`config.mk`:
```
export PLATFORM = sky130hd
export DESIGN_NAME = gcr_write_byte_buffer
export DESIGN_NICKNAME = d
export VERILOG_FILES = /design/src/rtl/floppy_pkg.sv /design/src/rtl/sync_fifo_fwft.sv /design/src/rtl/gcr_write_byte_buffer.sv
export SDC_FILE = /design/constraint.sdc
export NUM_CORES = 1
export LEC_CHECK = 0
export ABC_AREA = 1
export CORE_UTILIZATION = 54
export CTS_CLUSTER_DIAMETER = 40
export DETAILED_ROUTE_END_ITERATION = 6
export PLACE_DENSITY = 0.77
export SYNTH_ARGS = -nofsm -noshare
export SYNTH_HDL_FRONTEND = slang
export SYNTH_HIERARCHICAL = 1
export SYNTH_SLANG_ARGS = --single-unit
```
`constraint.sdc`:
```
create_clock -name clk -period 2.85 [get_ports clk]
set_input_delay 0.57 -clock clk [delete_from_list [all_inputs] [get_ports clk]]
set_output_delay 0.57 -clock clk [all_outputs]
set_load 0.05 [all_outputs]
```
`src/rtl/floppy_pkg.sv`:
```
// Shared constants for the floppy write path: GCR address-mark bytes and the
// state encoding of the address-mark detector.
package floppy_pkg;

  localparam logic [7:0] GCR_MARK0 = 8'hD5;
  localparam logic [7:0] GCR_MARK1 = 8'hAA;
  localparam logic [7:0] GCR_MARK2 = 8'h96;

  localparam logic [1:0] MARK_IDLE   = 2'd0;
  localparam logic [1:0] MARK_GOT_D5 = 2'd1;
  localparam logic [1:0] MARK_GOT_AA = 2'd2;

  typedef enum logic [1:0] {
    ST_IDLE   = MARK_IDLE,
    ST_GOT_D5 = MARK_GOT_D5,
    ST_GOT_AA = MARK_GOT_AA
  } mark_state_e;

endpackage

```
`src/rtl/sync_fifo_fwft.sv`:
```
// First-word-fall-through FIFO: the head entry is visible on o_dout whenever
// o_empty is low. Full/empty derive from the occupancy counter.
module sync_fifo_fwft #(
  parameter int DEPTH = 4,
  parameter int WIDTH = 9,
  parameter int AW    = $clog2(DEPTH)
) (
  input  logic             clk,
  input  logic             reset,
  input  logic             i_flush,
  input  logic             i_push,
  input  logic             i_pop,
  input  logic [WIDTH-1:0] i_din,
  output logic [WIDTH-1:0] o_dout,
  output logic [AW:0]      o_count,
  output logic             o_empty,
  output logic             o_full
);

  logic [WIDTH-1:0] r_mem [DEPTH];
  logic [AW-1:0]    r_wr_ptr;
  logic [AW-1:0]    r_rd_ptr;
  logic [AW:0]      r_count;

  // Pointers are exactly AW bits wide, so they wrap modulo DEPTH on their own.
  always_ff @(posedge clk) begin
    if (reset || i_flush) begin
      r_wr_ptr <= '0;
      r_rd_ptr <= '0;
      r_count  <= '0;
    end else begin
      if (i_push) r_wr_ptr <= r_wr_ptr + 1'b1;
      if (i_pop)  r_rd_ptr <= r_rd_ptr + 1'b1;
      unique case ({i_push, i_pop})
        2'b10:   r_count <= r_count + (AW+1)'(1);
        2'b01:   r_count <= r_count - (AW+1)'(1);
        default: r_count <= r_count;
      endcase
    end
  end

  always_ff @(posedge clk) begin
    if (i_push && !i_flush) r_mem[r_wr_ptr] <= i_din;
  end

  assign o_dout  = r_mem[r_rd_ptr];
  assign o_count = r_count;
  assign o_empty = (r_count == '0);
  assign o_full  = (r_count == (AW+1)'(DEPTH));

endmodule

```
`src/rtl/gcr_write_byte_buffer.sv`:
```
// Buffers bytes from the GCR write decoder for the MCU, tags the first byte
// after each sync run, detects the D5 AA 96 address mark and flags overflow.
module gcr_write_byte_buffer
  import floppy_pkg::*;
#(
  parameter int DEPTH = 4,
  parameter int AW    = 2
) (
  input  logic        clk,
  input  logic        reset,
  input  logic        writeEnable,
  input  logic [7:0]  byteIn,
  input  logic        byteValid,
  input  logic        syncSeen,
  output logic [7:0]  wrData,
  output logic        wrFirst,
  output logic        wrByteReady,
  input  logic        mcuAck,
  output logic        markFound,
  output logic        overflow,
  output logic [AW:0] fifoCount,
  output mark_state_e o_dbg_mark_state
);

  // MCU handshake: wrByteReady high means wrData/wrFirst hold the head byte;
  // a one-cycle mcuAck while wrByteReady is high consumes it, an ack while
  // wrByteReady is low does nothing.
  logic [8:0]  w_head;
  logic [AW:0] w_count;
  logic        w_empty;
  logic        w_full;
  logic        w_pop;
  logic        w_push;
  logic        w_drop;
  logic        w_tag;
  logic        w_mark_hit;
  mark_state_e w_mark_next;

  logic        r_first_pending;
  logic        r_overflow;
  logic        r_we_d;
  logic        r_mark_found;
  mark_state_e r_mark_state;

  assign w_pop  = mcuAck && !w_empty;
  assign w_push = byteValid && writeEnable && (!w_full || w_pop);
  assign w_drop = byteValid && writeEnable && w_full && !w_pop;
  // A sync arriving with a byte belongs to the byte after it.
  assign w_tag  = r_first_pending && !syncSeen;

  sync_fifo_fwft #(
    .DEPTH (DEPTH),
    .WIDTH (9),
    .AW    (AW)
  ) u_fifo (
    .clk     (clk),
    .reset   (reset),
    .i_flush (!writeEnable),
    .i_push  (w_push),
    .i_pop   (w_pop),
    .i_din   ({w_tag, byteIn}),
    .o_dout  (w_head),
    .o_count (w_count),
    .o_empty (w_empty),
    .o_full  (w_full)
  );

  always_ff @(posedge clk) begin
    if (reset) begin
      r_first_pending <= 1'b0;
      r_overflow      <= 1'b0;
      r_we_d          <= 1'b0;
    end else begin
      r_we_d <= writeEnable;
      if (!writeEnable)  r_first_pending <= 1'b0;
      else if (syncSeen) r_first_pending <= 1'b1;
      else if (w_push)   r_first_pending <= 1'b0;
      // Sticky across write-gate low; a fresh write gate clears it.
      if (w_drop)                         r_overflow <= 1'b1;
      else if (writeEnable && !r_we_d)    r_overflow <= 1'b0;
    end
  end

  always_ff @(posedge clk) begin
    if (reset) begin
      r_mark_state <= ST_IDLE;
      r_mark_found <= 1'b0;
    end else begin
      r_mark_state <= w_mark_next;
      r_mark_found <= w_mark_hit;
    end
  end

  // Dropped bytes still advance the detector: the mark is about the disk stream.
  always_comb begin
    w_mark_next = r_mark_state;
    w_mark_hit  = 1'b0;
    if (!writeEnable || syncSeen) begin
      w_mark_next = ST_IDLE;
    end else if (byteValid) begin
      unique case (r_mark_state)
        ST_IDLE:   w_mark_next = (byteIn == GCR_MARK0) ? ST_GOT_D5 : ST_IDLE;
        ST_GOT_D5: begin
          if (byteIn == GCR_MARK1)      w_mark_next = ST_GOT_AA;
          else if (byteIn == GCR_MARK0) w_mark_next = ST_GOT_D5;
          else                          w_mark_next = ST_IDLE;
        end
        ST_GOT_AA: begin
          if (byteIn == GCR_MARK2) begin
            w_mark_next = ST_IDLE;
            w_mark_hit  = 1'b1;
          end else if (byteIn == GCR_MARK0) begin
            w_mark_next = ST_GOT_D5;
          end else begin
            w_mark_next = ST_IDLE;
          end
        end
        default:   w_mark_next = ST_IDLE;
      endcase
    end
  end

  assign wrByteReady      = !w_empty;
  assign wrData           = w_empty ? 8'h00 : w_head[7:0];
  assign wrFirst          = !w_empty && w_head[8];
  assign markFound        = r_mark_found;
  assign overflow         = r_overflow;
  assign fifoCount        = w_count;
  assign o_dbg_mark_state = r_mark_state;

endmodule

```
==> impl_metrics.json <==
{
  "grt_antenna_before_repair": 0,
  "dpl_cell_area_mm2": 0.00265,
  "grt_max_degree": 19,
  "finClkSkew_ps": 3.55,
  "grt_pass1_vias": 1463,
  "drt_iter0_markers": 57,
  "die_w_um": 67.6,
  "gp_congestion": 0.802,
  "critPathBufInv": 3,
  "crit_end": "wrData[6]",
  "synth_compound_area_share_pct": 12.0,
  "critical_path_depth": 6,
  "synth-xor-area-share_pct": 0,
  "drive_above_1_share_pct": 20.5,
  "post-route-period-util_pct": 85.7,
  "pin_count": 31,
  "pre_cts_slack_ps": 388,
  "reg2reg_depth": 16,
  "r2r_start": "u_fifo/o_count[1]",
  "maxCapViolations": 0,
  "final_cell_area_mm2": 0.00274,
  "grt_setup_unrepaired": "false",
  "syn-cell-area_mm2": 0.00232,
  "initial_core_util_pct": 57.2,
  "area_growth_pct": 18.2,
  "track_usage_pct": 21.8,
  "cp.arrival_ps": 1870,
  "hpwl_um": 3130,
  "cts_root_buffer": "clkbuf_8",
  "postCtsHoldBufs": 0,
  "power_density_mw_per_mm2": 508,
  "max_stage_delay_ps": 680,
  "numCtsBuffers": 5,
  "cts_tree": "yes",
  "setup_tns_ps": 0,
  "crit_required_ps": 2280,
  "overflow": 0,
  "dr_total_vias": 1565,
  "crit_type": "flop to primary output",
  "status": "finished clean",
  "multi_input_area_um2": 726,
  "cp-start-kind": "flop",
  "htree_levels": 2,
  "cp_top_family": "flip-flops",
  "peakVddDrop_mv": 0.337,
  "synth_top_family_by_area": "simple AND/OR/NAND/NOR gates",
  "post_cts_buffers": 0,
  "grt_pass1_wl_um": 6940,
  "synth_ff_type": "edfxtp_1",
  "path_max_fanout": 18,
  "drt_wl_total_um": 4270,
  "ys_types": 27,
  "hp-class": "flop to flop",
  "n_fill_cell": 328,
  "hold_viol": 0,
  "end_kind": "primary output",
  "core_mm2": 0.00406,
  "worstSkewPairLatency_ps": 300,
  "r2r-end": "u_fifo/o_count[2]",
  "viasPerCell": 5.06,
  "die_y_um": 67.6,
  "seq_area_frac_synth_pct": 59.5,
  "worst_slew_pin_slew_ps": 551,
  "ys_warn_count": 6,
  "setup_viol": 0,
  "cts.clk_slew.worst_paths_ps": 90,
  "reg2reg_slack_ps": 570,
  "rows": 23,
  "synth_mux_area_share_pct": 0,
  "drcViolationCount": 0,
  "final_nets": 278,
  "post-route-min-period_ps": 2440,
  "synth_seq_cells": 51,
  "synth_fa_ha_area_share_pct": 3.56,
  "cts_buffer_depth": 2,
  "max_freq_ghz": 0.409,
  "dr.pass1.iters": 4,
  "syn_area_per_cell_um2": 10.6,
  "post-route-util_pct": 67.6,
  "timing.slew.headroom_pct": 63.2,
  "die_area_mm2": 0.00456,
  "setup_slack_ps": 408,
  "synth-simple-area-share_pct": 15.7,
  "cp_slowest_cell": "dfxtp_1",
  "clock_sinks": 51,
  "numPortBuffers": 30,
  "seq_area_mm2": 0.00138,
  "wl_per_cell_um": 13.8,
  "synth_edf_count": 36,
  "cellLeakagePower_nw": 1.09,
  "synthArstFlopShare_pct": 0,
  "cp_cell_sequence": "inv_8, o21ai_0, o22ai_2, inv_1, nor2_1, buf_4",
  "cts.repair.resized": 0,
  "antenna_left": 0,
  "antenna_cells": 0,
  "syn_inst": 219,
  "synth_nets": 239,
  "slew_viol_final": 0
}
worst min-delay path by stage:
stage,cells after the start,from,slack [ps],endpoint
final,1,u_fifo/r_rd_ptr[1],450,flop
after CTS,1,u_fifo/r_rd_ptr[1],450,u_fifo/r_rd_ptr[1]
after detailed placement,1,u_fifo/r_rd_ptr[1],440,u_fifo/r_rd_ptr[1]
after global placement,1,u_fifo/r_rd_ptr[1],430,flop
after global routing,2,r_first_pending,490,r_first_pending
after floorplan,1,u_fifo/r_rd_ptr[1],410,flop
where the power goes:
part           internal [mW]  leakage (nW)  switching (mW)  total [mW]
Clock                  0.194        0.0449           0.231       0.425
Combinational         0.0562         0.602           0.104       0.160
Sequential             0.801         0.448         0.00661       0.808
Total                   1.05          1.09           0.341        1.39
flip-flops by register name (all words and copies together), names as in the netlist, named ones only:
register	count
overflow	1
r_first_pending	1
o_dbg_mark_state	2
u_fifo/r_rd_ptr	2
u_fifo/r_mem	36
u_fifo/r_wr_ptr	2
markFound	1
u_fifo/o_count	3
r_we_d	1
cell usage after synthesis, drive strengths merged (2+ instances only):
cell	count	share of area, %
nor3	3	0.65
buf	4	2.3
o22ai	9	4.9
edfxtp	36	47
o21ai	24	5.5
dfxtp	15	13
ha	5	2.7
nor2	42	7.9
nand4	2	0.54
nand2	19	3.7
nand3	8	1.7
a21oi	7	1.7
inv	40	6.9
layout make-up:
cell class	instances	share of cell area, %
multi-input cells	124	26.4
flip-flops and latches	51	50.3
clock inverters	2	0.410
well taps	50	2.28
repair buffers	36	11.7
clock buffers	6	3.01
inverters	40	5.84
worst reg2reg max path, delay by kind of cell (launching register included):
family / cells / cell delay (ps)
adder cells (fa/ha/maj): 2 / 580
flip-flops: 1 / 360
AND/OR/NAND/NOR: 8 / 850
buffers and inverters: 6 / 390
placed cells by master (no fill, tap or decap), types with 2 or more instances in the layout:
cell,netlist,layout
clkbuf_8,0,6
nand2_2,3,3
dfxtp_1,15,15
ha_1,5,5
clkdlybuf4s50_1,0,20
o21ai_2,2,2
a21oi_1,6,6
o22ai_2,9,9
buf_4,0,16
nor2_1,32,32
o21ai_0,22,22
nand2_1,15,15
nor2_2,10,10
inv_1,37,37
nand4_1,2,2
nor3_1,3,3
edfxtp_1,36,36
nand3_1,8,8
through the flow:
stage | power (mW) | instances | hold slack, ps
after CTS | 1.41 | 309 | 452
after floorplan | 0.927 | 219 | 412
after global placement | 0.983 | 301 | 427
after detailed placement | 0.986 | 301 | 438
final | 1.39 | 309 | 449
after global routing | 1.45 | 309 | 486
routing by layer:
metal / global-route usage (%) / up-vias / part of all wire (%)
met5: 0 / - / 0
met2: 35.1 / 29 / 47
li1: - / 802 / -
met1: 27.3 / 728 / 47
met3: 5.91 / 6 / 4.1
met4: 9.57 / 0 / 1.7
kinds of logic after synthesis:
logic type | Yosys count
buffers and inverters | 44
DFF | 51
adders and majority gates | 6
AOI/OAI and AO/OA | 40
and+or+nand+nor | 78
No activity file was read; power rests on OpenSTA's default activity.
